--- config.mk ---
export PLATFORM = sky130hd
export DESIGN_NAME = ntt_sched
export DESIGN_NICKNAME = d
export VERILOG_FILES = /design/src/rtl/ntt_pkg.sv /design/src/rtl/ntt_addr_gen.sv /design/src/rtl/ntt_sched.sv
export SDC_FILE = /design/constraint.sdc
export NUM_CORES = 1
export LEC_CHECK = 0
export CORE_ASPECT_RATIO = 0.75
export CORE_MARGIN = 4
export CORE_UTILIZATION = 41
export CTS_CLUSTER_SIZE = 8
export DETAILED_ROUTE_END_ITERATION = 8
export GPL_ROUTABILITY_DRIVEN = 0
export PLACE_DENSITY_LB_ADDON = 0.25
export SYNTH_ARGS = -nofsm -noshare
export SYNTH_HDL_FRONTEND = slang
export SYNTH_SLANG_ARGS = --single-unit
--- constraint.sdc ---
create_clock -name clk -period 5.1 [get_ports clk]
set_clock_uncertainty 0.05 [all_clocks]
set_input_delay 1.02 -clock clk [delete_from_list [all_inputs] [get_ports clk]]
set_output_delay 1.02 -clock clk [all_outputs]
set_load 0.05 [all_outputs]
--- src/rtl/ntt_pkg.sv ---
// ---------------------------------------------------------------------------
// ntt_pkg
// Shared constants and types for the NTT layer scheduler:
//   N, NUM_LAYERS, NUM_PAIRS  - transform geometry (256 points, 7 layers,
//                               128 butterflies per layer)
//   BF_MODE_*                 - butterfly mode encodings driven on bf_mode
//   state_t                   - scheduler FSM state encoding
// ---------------------------------------------------------------------------
package ntt_pkg;

   localparam int N          = 256;
   localparam int NUM_LAYERS = 7;
   localparam int NUM_PAIRS  = 128;

   localparam logic [1:0] BF_MODE_NTT  = 2'b00;
   localparam logic [1:0] BF_MODE_INTT = 2'b01;
   localparam logic [1:0] BF_MODE_IDLE = 2'b11;

   typedef enum logic [1:0] {
      ST_IDLE  = 2'd0,
      ST_ISSUE = 2'd1,
      ST_DRAIN = 2'd2
   } state_t;

endpackage

--- src/rtl/ntt_addr_gen.sv ---
// ---------------------------------------------------------------------------
// ntt_addr_gen
// Combinational address generator for one butterfly pair.
//   s       in  3  layer index 0..6
//   p       in  7  pair index within the layer 0..127
//   inv     in  1  0 = forward (len shrinks), 1 = inverse (len grows)
//   addr_a  out 8  coefficient address of the upper operand
//   addr_b  out 8  coefficient address of the lower operand (addr_a + len)
//   z_addr  out 7  zeta ROM index
// ---------------------------------------------------------------------------
module ntt_addr_gen
   import ntt_pkg::*;
(
   input  logic [2:0] s,
   input  logic [6:0] p,
   input  logic       inv,
   output logic [7:0] addr_a,
   output logic [7:0] addr_b,
   output logic [6:0] z_addr
);

   logic [3:0] lg;     // log2(len), 1..7
   logic [7:0] len;
   logic [6:0] g;      // butterfly group
   logic [6:0] o;      // offset inside the group
   logic [6:0] mask;

   always_comb begin
      lg   = inv ? ({1'b0, s} + 4'd1) : (4'd7 - {1'b0, s});
      len  = 8'd1 << lg;
      mask = ~(7'h7f << lg);
      g    = p >> lg;
      o    = p & mask;
      // 2*len*g is a shift by lg+1; group base and offset never overlap
      addr_a = ({1'b0, g} << (lg + 4'd1)) | {1'b0, o};
      addr_b = addr_a + len;
      // forward walks zetas upward from 1<<s; inverse walks down from
      // (128>>s)-1, and 7'h7f>>s is exactly that start point
      z_addr = inv ? ((7'h7f >> s) - g) : ((7'd1 << s) + g);
   end

endmodule

--- src/rtl/ntt_sched.sv ---
// ---------------------------------------------------------------------------
// ntt_sched
// In-place NTT / inverse NTT scheduler for a 256-point transform. Issues one
// butterfly pair per cycle over 7 layers, forwards RAM/ROM read data straight
// to an external butterfly, and writes results back through a delay line that
// tracks the read-to-result latency D = RD_LAT + BF_LAT.
//   clk, rst                  clock, asynchronous active-high reset
//   start, inv                request and direction (inv sampled with start)
//   busy, done                operation in progress / one-cycle completion
//   rd_en, rd_addr_a/b        coefficient RAM read pair
//   rd_data_a/b               read data, RD_LAT cycles after rd_en
//   z_addr, z_data            zeta ROM address (with rd_en) and data
//   bf_a/b/w, bf_mode         butterfly operands and mode
//   bf_c/d                    butterfly results, BF_LAT after operands
//   wr_en, wr_addr_a/b,
//   wr_data_a/b               coefficient RAM write-back pair
// ---------------------------------------------------------------------------
module ntt_sched
   import ntt_pkg::*;
#(
   parameter int BF_LAT = 4,
   parameter int RD_LAT = 1
) (
   input  logic        clk,
   input  logic        rst,
   input  logic        start,
   input  logic        inv,
   output logic        busy,
   output logic        done,
   output logic        rd_en,
   output logic [7:0]  rd_addr_a,
   output logic [7:0]  rd_addr_b,
   input  logic [15:0] rd_data_a,
   input  logic [15:0] rd_data_b,
   output logic [6:0]  z_addr,
   input  logic [15:0] z_data,
   output logic [15:0] bf_a,
   output logic [15:0] bf_b,
   output logic [15:0] bf_w,
   output logic [1:0]  bf_mode,
   input  logic [15:0] bf_c,
   input  logic [15:0] bf_d,
   output logic        wr_en,
   output logic [7:0]  wr_addr_a,
   output logic [7:0]  wr_addr_b,
   output logic [15:0] wr_data_a,
   output logic [15:0] wr_data_b
);

   localparam int         D          = RD_LAT + BF_LAT;
   localparam logic [2:0] LAST_LAYER = 3'(NUM_LAYERS - 1);
   localparam logic [6:0] LAST_PAIR  = 7'(NUM_PAIRS - 1);
   localparam logic [7:0] DRAIN_LAST = 8'(D - 1);

   state_t      state, state_nxt;
   logic [2:0]  layer;
   logic [6:0]  pair;
   logic [7:0]  drain_cnt;
   logic        inv_q;
   logic        drain_last;

   logic [7:0]  gen_a, gen_b;
   logic [6:0]  gen_z;

   // write-back delay line: stage i holds the pair issued i+1 cycles ago
   logic        vld_p    [D];
   logic [7:0]  addr_a_p [D];
   logic [7:0]  addr_b_p [D];

   ntt_addr_gen u_addr_gen (
      .s      (layer),
      .p      (pair),
      .inv    (inv_q),
      .addr_a (gen_a),
      .addr_b (gen_b),
      .z_addr (gen_z)
   );

   assign drain_last = (drain_cnt == DRAIN_LAST);

   always_ff @(posedge clk or posedge rst) begin
      if (rst) begin
         state <= ST_IDLE;
      end else begin
         state <= state_nxt;
      end
   end

   always_comb begin
      state_nxt = state;
      rd_en     = 1'b0;
      case (state)
         ST_IDLE: begin
            if (start) state_nxt = ST_ISSUE;
         end
         ST_ISSUE: begin
            rd_en = 1'b1;
            if (pair == LAST_PAIR) state_nxt = ST_DRAIN;
         end
         ST_DRAIN: begin
            if (drain_last) state_nxt = (layer == LAST_LAYER) ? ST_IDLE : ST_ISSUE;
         end
         default: state_nxt = ST_IDLE;
      endcase
   end

   always_ff @(posedge clk or posedge rst) begin
      if (rst) begin
         layer     <= '0;
         pair      <= '0;
         drain_cnt <= '0;
         inv_q     <= 1'b0;
         done      <= 1'b0;
      end else begin
         done <= (state == ST_DRAIN) && drain_last && (layer == LAST_LAYER);
         case (state)
            ST_IDLE: begin
               if (start) begin
                  inv_q     <= inv;
                  layer     <= '0;
                  pair      <= '0;
                  drain_cnt <= '0;
               end
            end
            ST_ISSUE: begin
               pair <= pair + 7'd1;   // wraps to 0 after the last pair
            end
            ST_DRAIN: begin
               if (drain_last) begin
                  drain_cnt <= '0;
                  layer     <= (layer == LAST_LAYER) ? 3'd0 : layer + 3'd1;
               end else begin
                  drain_cnt <= drain_cnt + 8'd1;
               end
            end
            default: ;
         endcase
      end
   end

   // ---- issue stage -> write-back stage (D cycles) ----
   always_ff @(posedge clk or posedge rst) begin
      if (rst) begin
         for (int i = 0; i < D; i++) begin
            vld_p[i]    <= 1'b0;
            addr_a_p[i] <= '0;
            addr_b_p[i] <= '0;
         end
      end else begin
         vld_p[0]    <= rd_en;
         addr_a_p[0] <= rd_addr_a;
         addr_b_p[0] <= rd_addr_b;
         for (int i = 1; i < D; i++) begin
            vld_p[i]    <= vld_p[i-1];
            addr_a_p[i] <= addr_a_p[i-1];
            addr_b_p[i] <= addr_b_p[i-1];
         end
      end
   end

   always_comb begin
      busy      = (state != ST_IDLE);
      bf_mode   = busy ? (inv_q ? BF_MODE_INTT : BF_MODE_NTT) : BF_MODE_IDLE;
      // addresses forced to 0 whenever no read is issued
      rd_addr_a = rd_en ? gen_a : 8'd0;
      rd_addr_b = rd_en ? gen_b : 8'd0;
      z_addr    = rd_en ? gen_z : 7'd0;
      // operands pass straight through; zeroed only while reset is held
      bf_a      = rst ? 16'd0 : rd_data_a;
      bf_b      = rst ? 16'd0 : rd_data_b;
      bf_w      = rst ? 16'd0 : z_data;
      wr_en     = vld_p[D-1];
      wr_addr_a = addr_a_p[D-1];
      wr_addr_b = addr_b_p[D-1];
      wr_data_a = wr_en ? bf_c : 16'd0;
      wr_data_b = wr_en ? bf_d : 16'd0;
   end

endmodule

==> flow_summary.ini <==
[status]
run_status = complete, but fails checks
violations = setup timing

[logic_synthesis]
synth_nets = 717
syn_inst = 598
synth-main-ff-cell = dfrtp_1
synth_fa_ha_area_share_pct = 7.85
yosysSeqAreaShare_pct = 45.6
synth_xor_area_share_pct = 2.24
synth_compound_area_share_pct = 12.7
synth_top_family_by_area = simple AND/OR/NAND/NOR gates
synth-edff-count = 0
synth_async_sr_flop_share_pct = 100
synth.distinct_cells = 68
synthMuxAreaShare_pct = 1.92
synthSimpleGateAreaFrac_pct = 23.6
syn_area_sq_um = 5870
ys_seq_elements = 107
syn_area_per_cell_sq_um = 9.81
ys_warn_count = 0

[route]
viasPerCell = 5.57
ant_nets = 0
wirelength_um = 20900
drt_first_pass_iters = 5
drtIter0Drc = 641
dr_total_vias = 5647
avgRoutedWirePerCell_um = 20.6
remaining_drc_errors = 0

[layout]
stdcell_area_sq_um = 9200
mostFrequentLayoutCell = clkdlybuf4s50_1
final_core_util_pct = 66.5
mostFrequentLayoutCells = 190 x clkdlybuf4s50_1, 105 x dfrtp_1, 57 x buf_4, 53 x nor2b_1, 40 x and2_1
fillerInstances = 1008
antenna_cells = 0
regArea_sq_um = 2680
nNetsFinal = 952
multi_input_area_sq_um = 3220
drive_gt1_share_pct = 22.7
syn_to_final_growth_pct = 56.8

[clocking]
cts_tree = done
root_buffer = clkbuf_16
htree_num_levels = 3
cts_buffer_depth = 2
clk_pin_slew_ps = 90
ctsHoldBuffers = 0
clkLatencyLatePin_ps = 360
cts_inserted_buffers = 9
cts.sinks = 107

[floorplan]
core_area_sq_um = 13800
rows = 37
dieArea_sq_um = 16300
die_w_um = 146
pin_count = 209
initial_core_util_pct = 42.4
die_y_um = 112

[sta]
timing.final.crit_share_pct = 107
setup_ws_ps = -355
setup_viol = 4
max_freq_mhz = 183
hold_viol = 0
drv_slew = 0
grt_setup_unrepaired = yes
timing.hold.ws_ps = 294
relSlewSlack_pct = 42.8
setup-tns-final_ps = -676
period_minus_slack_ps = 5460
tightest_slew_ps = 858

[job]
drv_cap = 0

[setup_path]
path_class = reg2out
cp.arrival_ps = 4390
cp-start-kind = register
crit_fanout = 17
cp.required_ps = 4030
endpoint_kind = output port

[place]
numPortBuffers = 208
placed_area_sq_um = 8340
dp_hpwl_um = 14700

[global_routing]
overflow = 0
grt_pass1_wl_um = 30800
grt_pass1_vias = 5347
track_usage_pct = 23.8
antenna_found_initial = 0
grt_max_degree = 50

[worst_hold_path]
min_path_type = reg2reg

[power]
leakage_nw = 3.94
total_power_mw = 4.90
ir_drop_mv = 0.408
powerDensity_nw_per_um2 = 533
worst paths after layout:
kind                              start      endpoint  slack (ps)  depth (start not counted)
max                            layer[0]  rd_addr_b[7]        -360                         18
min                        addr_a_p[26]  addr_a_p[18]         290                          0
max reg2reg                    layer[0]  addr_b_p[39]        1090                         17
min reg2reg                addr_a_p[26]  addr_a_p[18]         290                          0
max in group asynchronous           rst  addr_b_p[10]        3140                          3
min in group asynchronous           rst  drain_cnt[3]        1000                          2
repair_timing:
item                                    in CTS  in global routing
endpoints found under the setup margin       7                  8
gates resized for setup                     38                 46
pin swaps                                   23                 40
setup buffers                                9                 12
where the power goes:
part | switching [mW] | leakage, nW | total [mW] | internal [mW]
registers | 0.157 | 1.36 | 1.30 | 1.14
logic | 1.72 | 2.42 | 2.89 | 1.18
clock network | 0.355 | 0.153 | 0.711 | 0.356
total | 2.23 | 3.94 | 4.90 | 2.67
cells in the mapped netlist (6+ instances only):
library cell / number / area (sq um)
dfrtp_1: 107 / 2680
nor2b_1: 55 / 344
and2_1: 41 / 257
nand2_1: 38 / 143
nor2_1: 34 / 128
ha_1: 32 / 400
a21oi_1: 30 / 150
o21ai_0: 29 / 145
inv_1: 21 / 78.8
nand3_1: 20 / 100
buf_4: 19 / 143
clkbuf_1: 16 / 60.1
nor3_1: 10 / 50.1
nand2b_1: 9 / 56.3
a21o_1: 8 / 60.1
xnor2_1: 8 / 70.1
inv_2: 7 / 26.3
xor2_1: 7 / 61.3
mux2_2: 6 / 67.6
kinds of logic after synthesis:
logic type               count (synthesis)
AND/OR/NAND/NOR                        245
AO/OA/AOI/OAI                          116
flip-flops                             107
buffers and inverters                   70
adder cells (fa/ha/maj)                 35
XOR/XNOR                                15
multiplexers                            10
final cells by class:
class                   instances  share of cell area [%]
clock buffers                   9                    2.45
clock inverters                 7                   0.966
inverters                      30                    1.31
multi-input cells             421                    35.1
repair buffers                264                    28.7
well taps                     175                    2.38
flip-flops and latches        107                    29.1
metrics by stage:
step	worst slack (ps)	cells
after floorplan	-76.3	598
after global routing	-466	1013
after CTS	-100	1002
final	-355	1013
after detailed placement	22.4	977
after global placement	201	977
state kept, by name (all words and copies together), names as in the netlist:
name       flops
vld_p          4
drain_cnt      8
wr_addr_a      8
pair           7
addr_b_p      32
layer          3
state          2
addr_a_p      32
inv_q          1
wr_en          1
done           1
wr_addr_b      8
routing by layer:
| layer | GRT usage (%) | share of wire, % |
|---|---|---|
| met1 | 29.1 | 37 |
| met5 | 0 | 0 |
| met3 | 6.10 | 9.4 |
| met4 | 6.64 | 4.0 |
| met2 | 42.0 | 50 |
critical path, cell delays in order (launching register included):
cell and delay, ps:
dfrtp_2 460, buf_4 150, buf_8 180, mux2_2 390
nor3_4 210, a211oi_2 80, o211ai_1 300, nand2_2 140
a32oi_2 270, inv_1 80, ha_1 290, a21o_1 190
a211oi_2 270, o21ai_1 90, o211ai_1 150, xnor2_1 150
a311o_1 370, o21ai_4 90, buf_12 150
No activity file was read; power rests on OpenSTA's default activity.
